**config.mk**
```make
export PLATFORM = sky130hd
export DESIGN_NAME = bus_cycle_capture
export DESIGN_NICKNAME = d
export VERILOG_FILES = /design/src/rtl/trace_pkg.sv /design/src/rtl/trace_fifo.sv /design/src/rtl/bus_cycle_capture.sv
export SDC_FILE = /design/constraint.sdc
export NUM_CORES = 1
export LEC_CHECK = 0
export ABC_AREA = 1
export CAP_MARGIN = 20
export CORE_ASPECT_RATIO = 1.25
export CORE_MARGIN = 4
export CORE_UTILIZATION = 52
export CTS_CLUSTER_SIZE = 24
export DETAILED_ROUTE_END_ITERATION = 6
export GPL_TIMING_DRIVEN = 1
export PLACE_DENSITY = 0.79
export SLEW_MARGIN = 20
export SYNTH_ARGS = -nofsm -noshare
export SYNTH_HDL_FRONTEND = slang
export SYNTH_SLANG_ARGS = --single-unit
```
**constraint.sdc**
```tcl
create_clock -name clk -period 10.8 [get_ports clk]
set_input_delay 2.16 -clock clk [delete_from_list [all_inputs] [get_ports clk]]
set_output_delay 2.16 -clock clk [all_outputs]
set_load 0.02 [all_outputs]
```
**src/rtl/trace_pkg.sv**
```systemverilog
// trace_pkg: trace record layout, byte indices and serializer states shared by
// bus_cycle_capture and its FIFO.
package trace_pkg;

    localparam int SEQ_BITS = 6;

    typedef struct packed {
        logic [SEQ_BITS-1:0] seq;
        logic                sync;
        logic                rnw;
        logic [15:0]         addr;
        logic [7:0]          data;
    } trace_rec_t;

    localparam logic [1:0] BYTE_DATA    = 2'd0;
    localparam logic [1:0] BYTE_ADDR_LO = 2'd1;
    localparam logic [1:0] BYTE_ADDR_HI = 2'd2;
    localparam logic [1:0] BYTE_FLAGS   = 2'd3;

    typedef enum logic [2:0] {ST_IDLE, ST_B0, ST_B1, ST_B2, ST_B3} state_t;

    function automatic logic [7:0] rec_byte(input trace_rec_t rec, input logic [1:0] idx);
        return idx == BYTE_DATA    ? rec.data :
               idx == BYTE_ADDR_LO ? rec.addr[7:0] :
               idx == BYTE_ADDR_HI ? rec.addr[15:8] :
                                     {rec.seq, rec.sync, rec.rnw};
    endfunction

endpackage

```
**src/rtl/trace_fifo.sv**
```systemverilog
// trace_fifo: synchronous record FIFO with a combinational head and an
// occupancy count one bit wider than the address to tell full from empty.
module trace_fifo
    import trace_pkg::*;
#(
    parameter int FIFO_ADDR_BITS = 4
) (
    input  logic                    clk,
    input  logic                    resb,
    input  logic                    push,
    input  trace_rec_t              din,
    input  logic                    pop,
    output trace_rec_t              head,
    output logic [FIFO_ADDR_BITS:0] level
);

    localparam logic [FIFO_ADDR_BITS:0] ONE = {{FIFO_ADDR_BITS{1'b0}}, 1'b1};

    trace_rec_t              r_mem [2**FIFO_ADDR_BITS];
    logic [FIFO_ADDR_BITS:0] r_wr_cnt;
    logic [FIFO_ADDR_BITS:0] r_rd_cnt;

    always_ff @(posedge clk or negedge resb) begin
        if (!resb) begin
            r_wr_cnt <= '0;
            r_rd_cnt <= '0;
        end else begin
            if (push) r_wr_cnt <= r_wr_cnt + ONE;
            if (pop)  r_rd_cnt <= r_rd_cnt + ONE;
        end
    end

    // Storage carries no reset; only the pointers define what is valid.
    always_ff @(posedge clk) begin
        if (push) r_mem[r_wr_cnt[FIFO_ADDR_BITS-1:0]] <= din;
    end

    assign head  = r_mem[r_rd_cnt[FIFO_ADDR_BITS-1:0]];
    assign level = r_wr_cnt - r_rd_cnt;

endmodule

```
**src/rtl/bus_cycle_capture.sv**
```systemverilog
// bus_cycle_capture: records one entry per CPU bus cycle into a FIFO and
// streams each entry out as four bytes over a valid/ready handshake.
module bus_cycle_capture
    import trace_pkg::*;
#(
    parameter int FIFO_ADDR_BITS = 4
) (
    input  logic                    clk,
    input  logic                    resb,
    input  logic                    enable,
    input  logic                    cyc_valid,
    input  logic [15:0]             cyc_addr,
    input  logic [7:0]              cyc_data,
    input  logic                    cyc_rnw,
    input  logic                    cyc_sync,
    input  logic                    clr_ovf,
    output logic [7:0]              tx_data,
    output logic                    tx_valid,
    input  logic                    tx_ready,
    output logic                    overflow,
    output logic [FIFO_ADDR_BITS:0] level
);

    logic                w_cap;
    logic                w_full;
    logic                w_push;
    logic                w_pop;
    trace_rec_t          w_rec;
    trace_rec_t          w_head;
    trace_rec_t          r_rec;
    state_t              r_state;
    logic [SEQ_BITS-1:0] r_seq;
    logic [7:0]          r_tx_data;
    logic                r_tx_valid;
    logic                r_overflow;

    assign w_cap  = cyc_valid && enable;
    // level never exceeds depth, so its top bit alone marks full.
    assign w_full = level[FIFO_ADDR_BITS];
    assign w_push = w_cap && !w_full;
    assign w_pop  = (level != '0) && (r_state == ST_IDLE || (r_state == ST_B3 && tx_ready));
    assign w_rec  = '{seq: r_seq, sync: cyc_sync, rnw: cyc_rnw, addr: cyc_addr, data: cyc_data};

    trace_fifo #(.FIFO_ADDR_BITS(FIFO_ADDR_BITS)) u_fifo (
        .clk   (clk),
        .resb  (resb),
        .push  (w_push),
        .din   (w_rec),
        .pop   (w_pop),
        .head  (w_head),
        .level (level)
    );

    // Sequence advances on dropped captures too, so gaps show downstream.
    always_ff @(posedge clk or negedge resb) begin
        if (!resb) begin
            r_seq      <= '0;
            r_overflow <= 1'b0;
        end else begin
            if (w_cap) r_seq <= r_seq + SEQ_BITS'(1);
            if (w_cap && w_full) r_overflow <= 1'b1;
            else if (clr_ovf)    r_overflow <= 1'b0;
        end
    end

    always_ff @(posedge clk or negedge resb) begin
        if (!resb) begin
            r_state    <= ST_IDLE;
            r_rec      <= '0;
            r_tx_data  <= '0;
            r_tx_valid <= 1'b0;
        end else if (w_pop) begin
            r_state    <= ST_B0;
            r_rec      <= w_head;
            r_tx_data  <= w_head.data;
            r_tx_valid <= 1'b1;
        end else if (r_state != ST_IDLE && tx_ready) begin
            case (r_state)
                ST_B0: begin
                    r_state   <= ST_B1;
                    r_tx_data <= rec_byte(r_rec, BYTE_ADDR_LO);
                end
                ST_B1: begin
                    r_state   <= ST_B2;
                    r_tx_data <= rec_byte(r_rec, BYTE_ADDR_HI);
                end
                ST_B2: begin
                    r_state   <= ST_B3;
                    r_tx_data <= rec_byte(r_rec, BYTE_FLAGS);
                end
                default: begin
                    r_state    <= ST_IDLE;
                    r_tx_valid <= 1'b0;
                end
            endcase
        end
    end

    assign tx_data  = r_tx_data;
    assign tx_valid = r_tx_valid;
    assign overflow = r_overflow;

endmodule

```
[Yosys cells after proc, flatten, opt, wreduce, memory -nomap -nowiden]
Memory sizes are Yosys's and may differ from the RTL's.
Cells that the tools add are included.
Storage, ports and cells
  memories: 1
  bits in writable memories: 512
  register bits after elaboration: 53
  output and inout port bits: 15
  word-level logic and storage cells: 51
  input port bits: 32
Operators by class
  mux-type cells: 13
  $add $sub $neg: 4
  reductions and logical operators: 17
  eq/ne operators: 5
Memories
  u_fifo.r_mem: depth 16, bits a word 32, rd ports 1, clocked after memory_dff 0, wr ports 1, RTL line trace_fifo.sv:19  | trace_rec_t r_mem [2**FIFO_ADDR_BITS];
Operator list (number)
  one-hot mux 8 bit (3 select lines): 1
  two-way mux 8 bit: 2
  adder 5 x 1 -> 5 bit, second input constant: 2
  one-hot mux 3 bit (3 select lines): 1
  two-way mux 1 bit: 7
  adder 6 x 1 -> 6 bit, second input constant: 1
  equality test 3 x 2 -> 1 bit, second input constant: 2
  logical AND 1 bit: 6
  two-way mux 3 bit: 2
  nonzero test 5 bit: 1
  subtractor 5 bit: 1
  AND reduction 2 bit: 2
  nonzero test 2 bit: 2
  nonzero test 4 bit: 1
  equality test 3 x 1 -> 1 bit, second input constant: 1
  equality test 3 bit, second input constant: 1
  zero test 3 bit: 1
  nonzero test 3 bit: 1
  OR reduction 3 bit: 1
  != test 2 x 1 -> 1 bit, second input constant: 1
  zero test 1 bit: 1
  logical OR 1 bit: 1

[Longest topological paths before layout]
  depth after elaboration: 6
  depth in mapped cells: 18
  mapped depth without buffers: 15

[By module]
Synthesis repeated with hierarchy kept, for this count alone.
Unflattened totals
  cells, all modules: 2529
  area, all modules: 25019.0 um^2
By module, submodules not included
  trace_fifo: area an instance 22960.8 um^2, cells each 2265, times used 1, sequential area each 15625.0 um^2
  bus_cycle_capture: area an instance 2058.2 um^2, cells each 264, times used 1, sequential area each 1076.0 um^2

[Least setup slack after synthesis]
No wires, ideal clock.
  kind: input -> register
  start point: input cyc_valid
  end point: memory u_fifo.r_mem[0][0] (netlist name), enable pin
  stages: 4
  setup slack: 6.373 ns
  arrival time: 4.006 ns
  path buffers: 0
  setup time: 0.421 ns
  required time: 10.379 ns
  path through: nand2_1 nor2_4 nand2_1 nor2_1
Between the ends
  longest elaborated chain between the ends: 4
RTL lines
  from (decl): RTL line bus_cycle_capture.sv:11  | input logic cyc_valid,
  logical AND 1 bit: RTL line bus_cycle_capture.sv:37  | assign w_cap = cyc_valid && enable;
  logical AND 1 bit: RTL line bus_cycle_capture.sv:40  | assign w_push = w_cap && !w_full;
  two-way mux 1 bit: RTL line trace_fifo.sv:35  | if (push) r_mem[r_wr_cnt[FIFO_ADDR_BITS-1:0]] <= din;
  two-way mux 1 bit (implied by the code): RTL line trace_fifo.sv:35
  to (decl): RTL line trace_fifo.sv:19
Every way passes these cells.

[Worst setup path in the final report]
  start point: register u_fifo.r_rd_cnt[1]
  end point: output level[4]
Between the ends
  longest elaborated chain between the ends: 1
RTL lines
  from (decl): RTL line trace_fifo.sv:21  | logic [FIFO_ADDR_BITS:0] r_rd_cnt;
  from (signal assigned): RTL line trace_fifo.sv:29  | if (pop) r_rd_cnt <= r_rd_cnt + ONE;
  subtractor 5 bit: RTL line trace_fifo.sv:39  | assign level = r_wr_cnt - r_rd_cnt;
  to (decl): RTL line bus_cycle_capture.sv:21  | output logic [FIFO_ADDR_BITS:0] level
Every way passes these cells.

==> flow_summary.toml <==
[outcome]
outcome = "complete, no violations"

[critical_path]
rr_worst_depth = 10
max_stage_delay_ps = 1100
path_cells = "inv_2, fa_1, nand3_1, nand2_1, nand2_1, nand2_1, inv_2, clkdlybuf4s50_1"
regToRegStartpoint = "u_fifo.r_rd_cnt[1]$_DFFE_PN0N_"
worstReg2RegEnd = "u_fifo.r_mem[10][19]$_DFFE_PP_"
end_kind = "output port"
arrival_ps = 3910
start_kind = "register"
cpMostUsedCell = "nand2_1"
cp_max_fo = 102
crit_required_ps = 8640
critPathSlowestCell = "dfrtp_4"
reg2reg_setup_slack_ps = 6090
critPathKind = "reg2out"

[layout]
layout_commonest_cell = "edfxtp_1"
final_util_pct = 58.8
fin_cells = 2487
nFillCells = 3229
mostFrequentLayoutCells = "edfxtp_1, nor2_1, nand2_1"
num_antenna_cells = 0
syn2layout_area_growth_pct = 11.4
layout-drive-gt1-share_pct = 6.71
fin_nets = 1926

[worst_hold_path]
min_path_cells = 2
hold_class = "reg2reg"
holdCritStartpoint = "r_rec[31]$_DFFE_PN0N_"
min_to = "r_rec[31]$_DFFE_PN0N_"

[power]
leakagePower_nw = 8.71
power.switching_mw = 2.56
p_clk_share_pct = 25.2
p_total_mw = 6.83
power_frac_seq_pct = 41.5
comb_power_share_pct = 33.4
pwr_density_cell_nw_per_um2 = 269
swShare_pct = 37.4
vdd_ir_drop_max_mv = 0.154
power.internal_mw = 4.28

[global_route]
grt_pass1_wl_mm = 81.8
antenna_found_initial = 0
grt_pass1_vias = 14500
grt_usage_pct = 21.8
grt_overflow = 0
grt_max_degree = 110

[floorplan]
fp.dieW_um = 195
fp.dieH_um = 242
dieArea_um2 = 47300
rows = 85
core-area_um2 = 43200
pin_count = 47
initial_core_util_pct = 52.8

[drt]
via_per_inst = 5.86
routedWlPerCell_um = 21.2
drt-pass1-iter-count = 5
wl_mm = 52.8
postRouteAntennaNets = 0
dr_total_vias = 14600
drt-initial-drc-count = 1647
route.detailed.drc = 0

[yosys]
synthArstFlopShare_pct = 9.38
avgSynthCellArea_um2 = 12.2
synthDistinctLibCells = 32
syn_nets = 1908
synth_edf_count = 512
synthCells = 1865
synth_area_um2 = 22800
synthTopCellsByArea = "edfxtp_1, dfrtp_1, nor2_1"
synth_top_cell_area_share_pct = 67.4
yosys_most_used_dff = "edfxtp_1"
ys_seq_elements = 565
yosysSeqAreaShare_pct = 73.2
yosys.area.top_type = "edfxtp_1"
yosysWarnings = 0

[clock_network]
cts_sinks = 565
ctsLongestPathBuffers = 3
numCtsBuffers = 50
cts_max_level = 2
post_cts_resized = 0
hold_buffers = 0
clk_pin_slew_ps = 60
cts_tree = "yes"
postCtsSetupRepairBufs = 0
clock_latency_ps = 570
clockRootBuffer = "clkbuf_16"

[timing]
grt_setup_unrepaired = "false"
finalClockSkew_ps = 9.71
tightest_slew_ps = 1110
final-setup-viol-count = 0
period_needed_ps = 6070
final.setup.worst_slack_ps = 4730
fmax_mhz = 165
min_period_over_period_pct = 56.2
finalMaxSlewViolations = 0
slew_headroom_pct = 25.8
finalSetupTns_ps = 0
finalHoldViolations = 0

[placed_design]
dpl.hpwl_mm = 29.4
gp_congestion = 0.817
io_buffers = 46
dp.cells = 2393
place_ws_ps = 5390

[job]
max-cap-violations = 0
-- worst max-delay path by stage --
stage,startpoint,endpoint,slack (ps),cells after the start
floorplan,cyc_valid,u_fifo.r_mem[0][0]$_DFFE_PP_,6370,4
global placement,u_fifo.r_rd_cnt[1]$_DFFE_PN0N_,level[4],5440,8
global route,u_fifo.r_rd_cnt[1]$_DFFE_PN0N_,level[4],4530,8
CTS,u_fifo.r_rd_cnt[1]$_DFFE_PN0N_,level[4],4770,8
detailed placement,u_fifo.r_rd_cnt[1]$_DFFE_PN0N_,level[4],5390,8
finish,u_fifo.r_rd_cnt[1]$_DFFE_PN0N_,level[4],4730,8
-- cells by family (layout without fill, tap and decap cells) --
kind of cell	after synthesis	in the layout	synth area share (%)
simple gates	739	739	12.8
flops	565	565	73.2
buf+inv	156	213	3.51
fa+ha+maj	11	11	0.637
compound gates	380	380	9.25
xor+xnor	14	14	0.538
-- synthesized netlist by cell type (2+ instances only) --
cell type	instances
o21ai_0	217
buf_6	15
nor2_4	2
xnor2_1	3
o211ai_1	48
nor2_2	5
buf_1	2
inv_2	3
o22ai_1	49
xor2_1	11
nor2_1	349
buf_4	12
inv_1	43
nand4_1	3
nand2_1	293
edfxtp_1	512
dfrtp_1	53
buf_2	34
a21oi_1	4
ha_1	10
clkbuf_1	42
nor3_1	2
o21ai_1	55
clkbuf_2	3
nand3_1	82
o221ai_1	7
-- state kept, by name, summed over array words and instances (netlist names) --
register and flops:
overflow 1, r_rec 24, r_seq 6, r_state 3, tx_data 8, tx_valid 1, u_fifo.r_mem 512, u_fifo.r_rd_cnt 5
u_fifo.r_wr_cnt 5
-- per-stage QoR --
stage / instance area, µm² / hold slack (ps)
3_5_place_dp: 23800 / 467
6_report: 25400 / 495
3_3_place_gp: 23600 / 461
2_1_floorplan: 22800 / 443
5_1_grt: 25400 / 514
4_1_cts: 25300 / 493
-- worst max-delay path: cells and delay by family, from the launching register on --
kind / cells / cell delay [ps]
adders and majority gates: 1 / 590
buffers and inverters: 3 / 1210
DFF: 1 / 1100
and+or+nand+nor: 4 / 350
-- layout make-up --
type                            instances  area, µm²  share of cell area (%)
Clock inverter                         23        220                   0.867
Inverter                               47        181                   0.714
Tap cell                              565        707                    2.78
Clock buffer                           68       1350                    5.31
Timing Repair Buffer                   75        811                    3.19
Multi-Input combinational cell       1144       5420                    21.4
Sequential cell                       565      16700                    65.8
-- metal layers --
layer	part of all wire (%)	routed length [µm]	global-route usage (%)	up-vias
met5	0	0	0	-
met4	4.0	2110	9.39	0
met3	7.2	3800	3.31	130
met2	52	27300	37.4	653
met1	37	19600	27.6	7147
li1	-	-	-	6655
-- power groups by stage --
stage	Clock [mW]	Combinational (mW)	Sequential [mW]
2_1_floorplan	0	1.67	2.75
3_3_place_gp	0	2.16	2.86
3_5_place_dp	0	2.24	2.87
4_1_cts	1.74	2.26	2.83
5_1_grt	1.83	2.52	2.85
6_report	1.72	2.28	2.83
Power figures use the tool's default switching activity.
